### src/rtl/ledsuit_mem_pkg.sv
// Shared constants and helpers for the LED suit memory subsystem.
// This package is imported by the BRAM arbiter and its round-robin selector.
package ledsuit_mem_pkg;

  localparam int LED_MEM_ADDR_WIDTH = 13;
  localparam int LED_MEM_DATA_WIDTH = 8;

  // Start of each strip's pixel block inside the shared BRAM
  localparam int STRIP1_BASE_ADDRESS = 0;
  localparam int STRIP2_BASE_ADDRESS = 600;

  // Increments a round-robin index and wraps it back to 0 at n.
  function automatic int rr_next(input int idx, input int n);
    return (idx + 1 >= n) ? 0 : idx + 1;
  endfunction

endpackage

### src/rtl/rr_select.sv
// Combinational round-robin selector: the first requester at or after ptr wins.
// It is kept generic so that a write-side arbiter can reuse it.
module rr_select #(
  parameter int N     = 4,
  parameter int IDX_W = $clog2(N)
) (
  input  logic [N-1:0]     req_i,
  input  logic [IDX_W-1:0] ptr_i,
  output logic [N-1:0]     gnt_o,
  output logic [IDX_W-1:0] winner_o
);

  logic             found;
  int               sum;
  logic [IDX_W-1:0] idx;

  always_comb begin
    // NOTE: every output and temporary gets a default first, so no path leaves a latch.
    gnt_o    = '0;
    winner_o = '0;
    found    = 1'b0;
    sum      = 0;
    idx      = '0;
    for (int k = 0; k < N; k++) begin
      sum = int'(ptr_i) + k;
      if (sum >= N) sum = sum - N;
      idx = IDX_W'(sum);
      if (!found && req_i[idx]) begin
        found      = 1'b1;
        gnt_o[idx] = 1'b1;
        winner_o   = idx;
      end
    end
  end

endmodule

### src/rtl/bram_read_arbiter.sv
// Round-robin arbiter that shares one read-only BRAM port among NUM_PORTS strip drivers.
// Each read carries a one-hot tag, so the data returns only to the port that issued it.
module bram_read_arbiter
  import ledsuit_mem_pkg::*;
#(
  parameter int NUM_PORTS    = 4,
  parameter int ADDR_WIDTH   = LED_MEM_ADDR_WIDTH,
  parameter int DATA_WIDTH   = LED_MEM_DATA_WIDTH,
  parameter int READ_LATENCY = 1
) (
  input  logic                            clk,
  input  logic                            rst,
  input  logic [NUM_PORTS-1:0]            req,
  input  logic [NUM_PORTS*ADDR_WIDTH-1:0] req_addr,
  output logic [NUM_PORTS-1:0]            gnt,
  output logic [NUM_PORTS-1:0]            rd_valid,
  output logic [DATA_WIDTH-1:0]           rd_data,
  output logic                            mem_en,
  output logic [ADDR_WIDTH-1:0]           mem_addr,
  input  logic [DATA_WIDTH-1:0]           mem_dout
);

  localparam int IDX_W = $clog2(NUM_PORTS);

  logic [IDX_W-1:0]      ptr_q, ptr_d;
  logic [IDX_W-1:0]      winner;
  logic [NUM_PORTS-1:0]  sel_gnt;
  logic [ADDR_WIDTH-1:0] win_addr;
  logic [ADDR_WIDTH-1:0] addr_q;
  logic [NUM_PORTS-1:0]  tag_q [READ_LATENCY];

  rr_select #(
    .N     (NUM_PORTS),
    .IDX_W (IDX_W)
  ) u_rr_select (
    .req_i    (req),
    .ptr_i    (ptr_q),
    .gnt_o    (sel_gnt),
    .winner_o (winner)
  );

  // The grant is one-hot, so an OR of the masked addresses selects the winner's address.
  always_comb begin
    win_addr = '0;
    for (int i = 0; i < NUM_PORTS; i++) begin
      if (sel_gnt[i]) win_addr = win_addr | req_addr[i*ADDR_WIDTH +: ADDR_WIDTH];
    end
  end

  assign gnt      = rst ? '0 : sel_gnt;
  assign mem_en   = |gnt;
  assign mem_addr = mem_en ? win_addr : addr_q;
  assign ptr_d    = mem_en ? IDX_W'(rr_next(32'(winner), NUM_PORTS)) : ptr_q;

  assign rd_valid = rst ? '0 : tag_q[READ_LATENCY-1];
  assign rd_data  = mem_dout;

  // NOTE: non-blocking assignments here, so each shift stage sees the previous stage's old value.
  always_ff @(posedge clk) begin
    if (rst) begin
      ptr_q  <= '0;
      addr_q <= '0;
      // NOTE: the tag pipeline is a small shift register, so it is reset; otherwise tags in flight would survive the reset.
      for (int k = 0; k < READ_LATENCY; k++) tag_q[k] <= '0;
    end else begin
      ptr_q    <= ptr_d;
      addr_q   <= mem_addr;
      tag_q[0] <= gnt;
      for (int k = 1; k < READ_LATENCY; k++) tag_q[k] <= tag_q[k-1];
    end
  end

endmodule

### config.mk
export PLATFORM = sky130hd
export DESIGN_NAME = bram_read_arbiter
export DESIGN_NICKNAME = d
export VERILOG_FILES = /design/src/rtl/ledsuit_mem_pkg.sv /design/src/rtl/rr_select.sv /design/src/rtl/bram_read_arbiter.sv
export SDC_FILE = /design/constraint.sdc
export NUM_CORES = 1
export LEC_CHECK = 0
export CAP_MARGIN = 10
export CORE_MARGIN = 1.5
export CORE_UTILIZATION = 30
export CTS_CLUSTER_DIAMETER = 50
export DETAILED_ROUTE_END_ITERATION = 10
export PLACE_DENSITY = 0.66
export SLEW_MARGIN = 20
export SYNTH_ARGS = -nofsm -noshare
export SYNTH_HDL_FRONTEND = slang
export SYNTH_SLANG_ARGS = --single-unit
### constraint.sdc
create_clock -name clk -period 11.7 [get_ports clk]
set_input_delay 3.51 -clock clk [delete_from_list [all_inputs] [get_ports clk]]
set_output_delay 3.51 -clock clk [all_outputs]
set_load 0.05 [all_outputs]
==> run metrics <==
status complete, no violations; cts repair resizes 0; Slew Limit Fails 0; RSZ-0062 raised after global routing false; Worst slew margin 0.584; pin slew with the least headroom to its limit 624 ps; pre-CTS setup slack 965 ps; Largest stage delay, worst path 690 ps; Power Total 0.770 mW; Core Area 5850 µm²; initial DRC count 169; Routed Antenna Nets 0; Placed Instance Area 2540 µm²; Top Usage Layer GRT met2; register area share after synthesis 0.211; die width 80.6 µm; # Post-CTS Setup Buffers 0; Clock Latency Late Sink 260 ps; PD cells 297 nW/µm²; CTS buffer count 3; Critical Path Start Type primary input; Cell Area, Synth 1800 µm²; vias 1913; Max VDD drop 0.129 mV; IO buf count 79; final net count 363; warnings from Yosys 0; Final TNS setup 0 ps; async set-reset flop share out of synthesis 0; Slowest-stage cell, CP clkdlybuf4s50_1; CTS max path bufs 2; Filler cells 595; WP data arrival 7230 ps; row count 28; fin cells 363; class of the worst hold path reg2reg; endpoints failing hold 0; Worst-path clk slew 70 ps; #FFs+latches synth 19; critical path required time 8190 ps; slack of the critical path 961 ps; Crit Path Max Fanout 31; final worst path period share 0.918; crit-path cells clkdlybuf4s50_1 > mux4_2 > nand2_2 > a21oi_1 > a2111o_1 > buf_4 > or4_1 > buf_4 > nand2b_4 > inv_2 > clkdlybuf4s50_1; dpl cells 359; Final min period 10740 ps; wire per inst 14.8 µm; antenna cells 0; Total GRT Usage 0.179; layout cells sized above 1 0.104; Avg Cell Area, Syn 8.09 µm²; initial antenna violation count 0; CTS Sinks 19; Post-CTS Hold Buffers 0; Lkg Pwr 1.06 nW; Max Fclk 93.1 MHz; M1 GR Usage 0.223; via-per-instance ratio 5.27; Cell variety after synth 40; gr ovfl total 0; H-tree Lvls 1; DP HPWL 4010 µm; Initial Util 0.308; syn nets 297; Area Growth Syn to Fin 43.6%; EDFF count, synth 0; post-layout instance area 2590 µm²; Post-Synthesis Cells 223; Root Buffer clkbuf_8; first-pass GRT wire length 8960 µm; DRC 0; clk_skew 2.19 ps; Worst setup EP type primary output; final RePlAce weighted congestion 0.892; Final Setup Violations 0; final wirelength 5390 µm; Die Area 6490 µm²; pin count of the biggest net entering global routing 32; Max-Cap Viols 0; I/O Pins 96; met2 usage in global routing 0.291; GR Util met3 0.0455; CTS tree done; Die H 80.6 µm; prevailing post-synth register cell dfxtp_1; vias in the first global route 1864; Crit Path Category in2out; first-pass detailed-route iteration total 4
-- critical path, delay by kind of cell --
kind | cells | cell delay, ps
buffers and inverters | 5 | 1740
and+or+nand+nor | 3 | 850
muxes | 1 | 660
AOI/OAI and AO/OA | 2 | 440
-- layout make-up --
class                           instances  area [µm²]  area share
Timing Repair Buffer                   85         803       0.310
Multi-Input combinational cell        171        1230       0.476
Tap cell                               75        93.8      0.0362
Clock buffer                            4        45.0      0.0174
Inverter                                9        33.8      0.0130
Sequential cell                        19         380       0.147
-- stage by stage --
stage	utilization	hold WS, ps
2_1_floorplan	-	474
3_3_place_gp	0.435	482
3_5_place_dp	0.435	491
4_1_cts	0.443	502
5_1_grt	0.443	515
6_report	0.443	497
-- registers in the layout, summed over array words and instances (netlist names), named ones only --
name / cells
addr_q: 13
ptr_q: 1
tag_q: 4
-- cells in the final DEF (no fill, tap or decap), types with 2 or more instances in the layout --
master / Yosys / final
a22oi_1: 26 / 26
and2_1: 2 / 2
clkbuf_8: 0 / 3
o211ai_1: 2 / 2
or3_1: 8 / 8
mux2_1: 13 / 13
nor2_1: 15 / 15
o21ai_0: 6 / 6
a311oi_1: 13 / 13
and3b_1: 2 / 2
nand2b_1: 3 / 3
nand2_1: 22 / 22
a21oi_1: 11 / 11
a21boi_0: 3 / 3
inv_1: 8 / 8
nor2b_1: 13 / 13
dfxtp_1: 19 / 19
nor3b_1: 2 / 2
ha_1: 8 / 8
a2111o_1: 4 / 4
buf_4: 8 / 19
mux2i_2: 2 / 2
clkdlybuf4s50_1: 0 / 66
nand3_1: 2 / 2
-- cells in the mapped netlist (3+ instances only) --
master	number	area, µm²
a2111o_1	4	45.0
inv_1	8	30.0
or3_1	8	50.1
buf_6	4	45.0
a21oi_1	11	55.1
nand2_1	22	82.6
ha_1	8	100
nor2_1	15	56.3
a311oi_1	13	114
clkbuf_1	7	26.3
dfxtp_1	19	380
nand2b_1	3	18.8
buf_4	8	60.1
buf_2	5	25.0
nor2b_1	13	81.3
mux2_1	13	146
o21ai_0	6	30.0
a21boi_0	3	22.5
a22oi_1	26	195
-- logic make-up after synthesis --
group / after synthesis / synth area share
buf+inv: 33 / 0.105
mux: 18 / 0.121
xor+xnor: 1 / 0.00486
simple gates: 74 / 0.212
flops: 19 / 0.211
fa+ha+maj: 8 / 0.0555
compound gates: 70 / 0.291
-- where the power goes --
part	internal (mW)	leakage (nW)	switching [mW]	total [mW]
clock network	0.0243	0.0228	0.0223	0.0466
logic	0.225	0.878	0.390	0.615
registers	0.0903	0.157	0.0184	0.109
total	0.340	1.06	0.431	0.770
-- final timing paths --
path / slack, ps / start / endpoint / depth (start not counted)
max reg2reg: 7680 / flop / ptr_q[1] / 11
min: 500 / addr_q[6] / addr_q[6] / 2
max: 960 / req[2] / mem_en / 11
min reg2reg: 500 / addr_q[6] / addr_q[6] / 2
-- layer usage --
metal,up-vias,routed length (µm)
met5,-,0
li1,946,-
met1,870,2250
met2,88,2540
met4,0,126
met3,9,476
(Power assumes the default switching activity.)
==> variant 1, RTL diff (same settings) <==
The parameter `NUM_PORTS` goes from 4 to 2.
--- a/src/rtl/bram_read_arbiter.sv
+++ b/src/rtl/bram_read_arbiter.sv
@@ -5,3 +5,3 @@
 #(
-  parameter int NUM_PORTS    = 4,
+  parameter int NUM_PORTS    = 2,
   parameter int ADDR_WIDTH   = LED_MEM_ADDR_WIDTH,
Ports: changed (resized gnt, rd_valid, req and req_addr); port bits go from 96 to 64. No check against the original RTL was run, so the function may have changed too.
==> variant 1 against the unedited design <==
Sequential cell count fell by 3; worst setup slack improved by 0.92 ns; synthesized area fell by 52%; design area fell by 50%; power fell by 80%; synthesized cell count fell by 50%; global-route usage fell by 3.1 points; routed wire length fell by 57%; count of clock-buffer cells in the layout did not move; via count fell by 52%; utilization rose by 3.1 points; combinational power fell by 91%.
==> variant 1: results (changes against the unedited design) <==
Post-Syn Nets - 150 (-49%)
Clock Skew - 0.001506 ns (-0.0006794 ns)
DRT Wirelength - 2333 um (-57%)
gr usage total - 14.83% (-3.1 points)
top post-synthesis cells by count - 27 x nand2_1, 16 x dfxtp_1, 14 x a21oi_1
clock root buffer - clkbuf_4
top flop regs - addr_q: 13 flops, tag_q: 2 flops
ys flop type - dfxtp_1
Vias/cell - 5.107 (-3.1%)
CP max FO - 18 (-42%)
Hold Path Class - reg2reg
DR pass1 iterations - 4 (unchanged)
post-CTS sizing - 0 (unchanged)
Fillers - 280 (-53%)
CP Data Arrival Time - 6.31 ns (-0.92 ns)
gpl congestion - 0.7551 (-15%)
Peak VDD IR - 72.48 uV (-44%)
largest net degree at the start of global routing - 35 (+9.4%)
Top delay family on crit path - buffers and inverters
Buffers on Ports - 47 (-41%)
Post-synth ARST share - 0% (unchanged)
first-pass GRT wire length - 3767 um (-58%)
CTS clk-pin slew, worst paths - 0.09 ns (+0.02 ns)
Distinct cells, synth - 15 (-63%)
DR iter-0 viols - 17 (-90%)
Seq/Total Area, Yosys - 37.32% (+16 points)
layout cells sized above 1 - 4.082% (-6.3 points)
Pleak - 0.4529 nW (-57%)
Final nets - 186 (-49%)
Max-Slew Margin vs Limit - 31.38% (-27 points)
vias in the first global route - 848 (-55%)
Inserted Clock Buffers - 3 (unchanged)
maximum buffer depth of the clock tree - 2 (unchanged)
htree depth - 1 (unchanged)
status - complete, no violations
Post CTS Setup Buffer Count - 0 (unchanged)
Syn. warnings - 0 (unchanged)
clk_lat worst skew - 0.29 ns (+0.03 ns)
initial antenna violation count - 0 (unchanged)
Ant. Diodes - 0 (unchanged)
slowest CP cell - o21bai_1
slowest cell delay on critical path - 0.97 ns (+0.28 ns)
top post-synthesis cells by area - dfxtp_1 37%, a32oi_1 13%, nand2_1 12%
Post-DP HPWL - 1624 um (-59%)
## variant 1: cell types whose count changed in the layout (fill, tap and decap cells not counted), sizes merged, moves of 9 or more
cell           before  now
a22oi              26    0
clkdlybuf4s50      66   47
buf                19    1
mux2               14    0
a311oi             13    0
a32oi               0   13
nor2               15    3
nor2b              13    4
## variant 1: per-layer routing
metal  global-route usage, %  vias up  wire [um]
met3                   5.530        4        234
met4                   7.483        0         36
li1                        -      456          -
met5                       0        -          0
met2                   23.59       46       1060
met1                   17.33      403       1002
## variant 1: kinds of logic after synthesis
family | Yosys count | share of synthesized area, %
AO/OA/AOI/OAI | 42 | 31.20
flip-flops | 16 | 37.32
buffers and inverters | 18 | 13.99
AND/OR/NAND/NOR | 36 | 17.49
## variant 1: through the flow
step	hold slack, ns	total power, W	setup WS (ns)	cells	area, um2
after floorplan	0.4366	0.0001027	3.011	112	858.3
after detailed placement	0.4487	0.0001177	1.902	174	1259
after CTS	0.4627	0.0001548	1.884	178	1295
after global routing	0.4887	0.0001607	1.703	178	1295
after global placement	0.4422	0.0001170	1.929	174	1259
final	0.4587	0.0001530	1.879	178	1295
## variant 1: where the power goes
| group | internal (W) | leakage [nW] | total (W) | switching (W) |
|---|---|---|---|---|
| Combinational | 0.0000225 | 0.299 | 0.0000563 | 0.0000338 |
| Clock | 0.0000190 | 0.0210 | 0.0000366 | 0.0000177 |
| Sequential | 0.0000583 | 0.133 | 0.0000601 | 0.00000177 |
## variant 1: tightest hold or removal path, cell delays in order, from the launching register on
cell	delay [ns]
dfxtp_1	0.32
nand2_1	0.05
a21oi_1	0.05
## variant 1: area by class of cell
type	instances	area [um2]	area share (%)
timing repair buffer	48	478.0	36.91
clock buffer	4	36.28	2.802
inverter	1	3.754	0.2899
multi-input combinational	78	417.9	32.27
tap	31	38.79	2.995
sequential	16	320.3	24.73
## variant 1: path summary, 6_finish.rpt
check	from	to	slack [ns]	cells past startpoint
worst max-delay path	req[1]	mem_addr[6]	1.88	5
worst min-delay path	addr_q[12]	addr_q[12]	0.46	2
worst max register to register	flip-flop	addr_q[9]	10.38	3
worst min register to register	addr_q[12]	addr_q[12]	0.46	2
==> variant 2, RTL diff (same flow settings) <==
Made on the original files. `addr_q` no longer has a reset.
--- a/src/rtl/bram_read_arbiter.sv
+++ b/src/rtl/bram_read_arbiter.sv
@@ -61,3 +61,2 @@
       ptr_q  <= '0;
-      addr_q <= '0;
       // NOTE: the tag pipeline is a small shift register, so it is reset; otherwise tags in flight would survive the reset.
@@ -66,3 +65,2 @@
       ptr_q    <= ptr_d;
-      addr_q   <= mem_addr;
       tag_q[0] <= gnt;
@@ -72,2 +70,6 @@
 
+  always_ff @(posedge clk) begin
+    addr_q <= mem_addr;
+  end
+
 endmodule
Check against the original RTL: differs if rst is asserted again (counterexample within 4 cycles, from zero or initial values and one cycle with rst high); with rst held inactive, the same outputs for 10 cycles.
==> variant 2 against the unedited design <==
Design area down 2.5%; worst setup slack got worse by 0.072 ns; synthesized area shrank 6.2%; sequential cell count is the same; synthesized cell count down 9.0%; routed wire length shrank 6.4%; sequential share of layout area up 0.38 points; power down 0.58%; largest power group unchanged.
==> variant 2: results (changes against the unedited design) <==
status - complete, no violations
Pleak - 0.9421 nW (-11%)
GR Util met1 - 20.51% (-1.8 points)
largest net degree at the start of global routing - 20 (-38%)
first-pass GRT wire length - 8211 um (-8.4%)
Post CTS Setup Buffer Count - 0 (unchanged)
Distinct cells, synth - 44 (+10%)
final cell count without fillers - 340 (-6.3%)
DR pass1 iterations - 6 (+2)
Syn Area/Cell - 8.339 um2 (+3.1%)
Seq/Total Area, Yosys - 22.47% (+1.4 points)
pwr/cell area - 303.3 mW/mm2 (+2.0%)
Hold Path Class - reg2reg
top post-synthesis cells by area - dfxtp_1 22%, o21ai_0 12%, mux2_1 8.6%
initial antenna violation count - 0 (unchanged)
Peak VDD IR - 203.1 uV (+57%)
CTS clk-pin slew, worst paths - 0.07 ns (about the same)
Ant. Diodes - 0 (unchanged)
top flop regs - addr_q: 13 flops, tag_q: 4 flops, ptr_q: 1 flops
DR iter-0 viols - 97 (-43%)
clk_lat worst skew - 0.26 ns (about the same)
vias - 1727 (-9.7%)
Post-DP HPWL - 3808 um (-5.0%)
Post-Synth XOR/XNOR Area - 0.5174% (+0.032 points)
endpoints failing hold - 0 (unchanged)
M3 GR Usage - 3.256% (-1.3 points)
Inserted Clock Buffers - 3 (unchanged)
Syn. warnings - 0 (unchanged)
htree depth - 1 (unchanged)
top post-synthesis cells by count - 39 x o21ai_0, 22 x inv_1, 19 x dfxtp_1
CP Data Arrival Time - 7.30 ns (+0.07 ns)
fraction of the mapped netlist area in adder cells - 5.913% (+0.36 points)
DRT Wirelength - 5047 um (-6.4%)
CP max FO - 15 (-52%)
met2 GRT Util - 28.35% (-0.73 points)
gr usage total - 16.54% (-1.4 points)
layout cells sized above 1 - 8.209% (-2.2 points)
maximum buffer depth of the clock tree - 2 (unchanged)
post-synthesis mux area share - 14.49% (+2.4 points)
placed inst area - 0.002480 mm2 (-2.6%)
Clock Skew - 0.004891 ns (+0.002706 ns)
Buffers on Ports - 79 (unchanged)
setup slack, reg-to-reg - 7.70 ns (+0.02 ns)
clock root buffer - clkbuf_8
post-CTS sizing - 0 (unchanged)
post-synthesis compound-gate area fraction - 31.26% (+2.2 points)
gpl congestion - 0.8086 (-9.4%)
Post-synth ARST share - 0% (unchanged)
ys flop type - dfxtp_1
worst-margin pin slew - 0.5811 ns (-0.04243 ns)
Post-Syn Nets - 277 (-6.7%)
## variant 2: final cells by class
cell class / instances / area [um2]
timing repair buffer: 85 / 835.8
fill: 547 / 2948
inverter: 22 / 82.58
sequential: 19 / 380.4
tap: 72 / 90.09
multi-input combinational: 138 / 1091
clock buffer: 4 / 45.04
## variant 2: final timing paths
check / start / end / cells past startpoint
hold / removal: addr_q[0] / addr_q[0] / 1
setup / recovery: req[1] / mem_addr[7] / 8
hold reg to reg: addr_q[0] / addr_q[0] / 1
setup reg to reg: flip-flop / addr_q[7] / 8
## variant 2: logic make-up (layout without fill, tap and decap cells)
group	Yosys count	in the layout
flops	19	19
mux	19	19
xor+xnor	1	1
simple gates	34	34
buf+inv	46	111
fa+ha+maj	8	8
compound gates	76	76
## variant 2: worst max-delay path, stage by stage
cell and delay, ns:
clkdlybuf4s50_1 0.61, mux4_2 0.62, or3b_1 0.42, a22oi_4 0.40, nor4_4 0.12, a31oi_4 0.50, mux2_1 0.40, clkdlybuf4s50_1 0.71
## variant 2: metrics by stage
step           hold slack [ns]  worst slack, ns
6_report                0.4593           0.8890
5_1_grt                 0.4790           0.7288
4_1_cts                 0.4623           0.8844
3_5_place_dp            0.4436           0.8839
3_3_place_gp            0.4390           0.9870
2_1_floorplan           0.7750            2.211
## variant 2: metal layers
layer	up-vias	wire [um]	share of wire, %
met1	780	2114	42
li1	867	-	-
met3	14	275	5.4
met2	66	2517	50
met5	-	0	0
met4	0	138	2.7
## variant 2: power by group
| part | internal [W] | switching, W |
|---|---|---|
| Combinational | 0.000222 | 0.000382 |
| Sequential | 0.0000988 | 0.0000161 |
| Clock | 0.0000242 | 0.0000225 |
| Total | 0.000345 | 0.000420 |
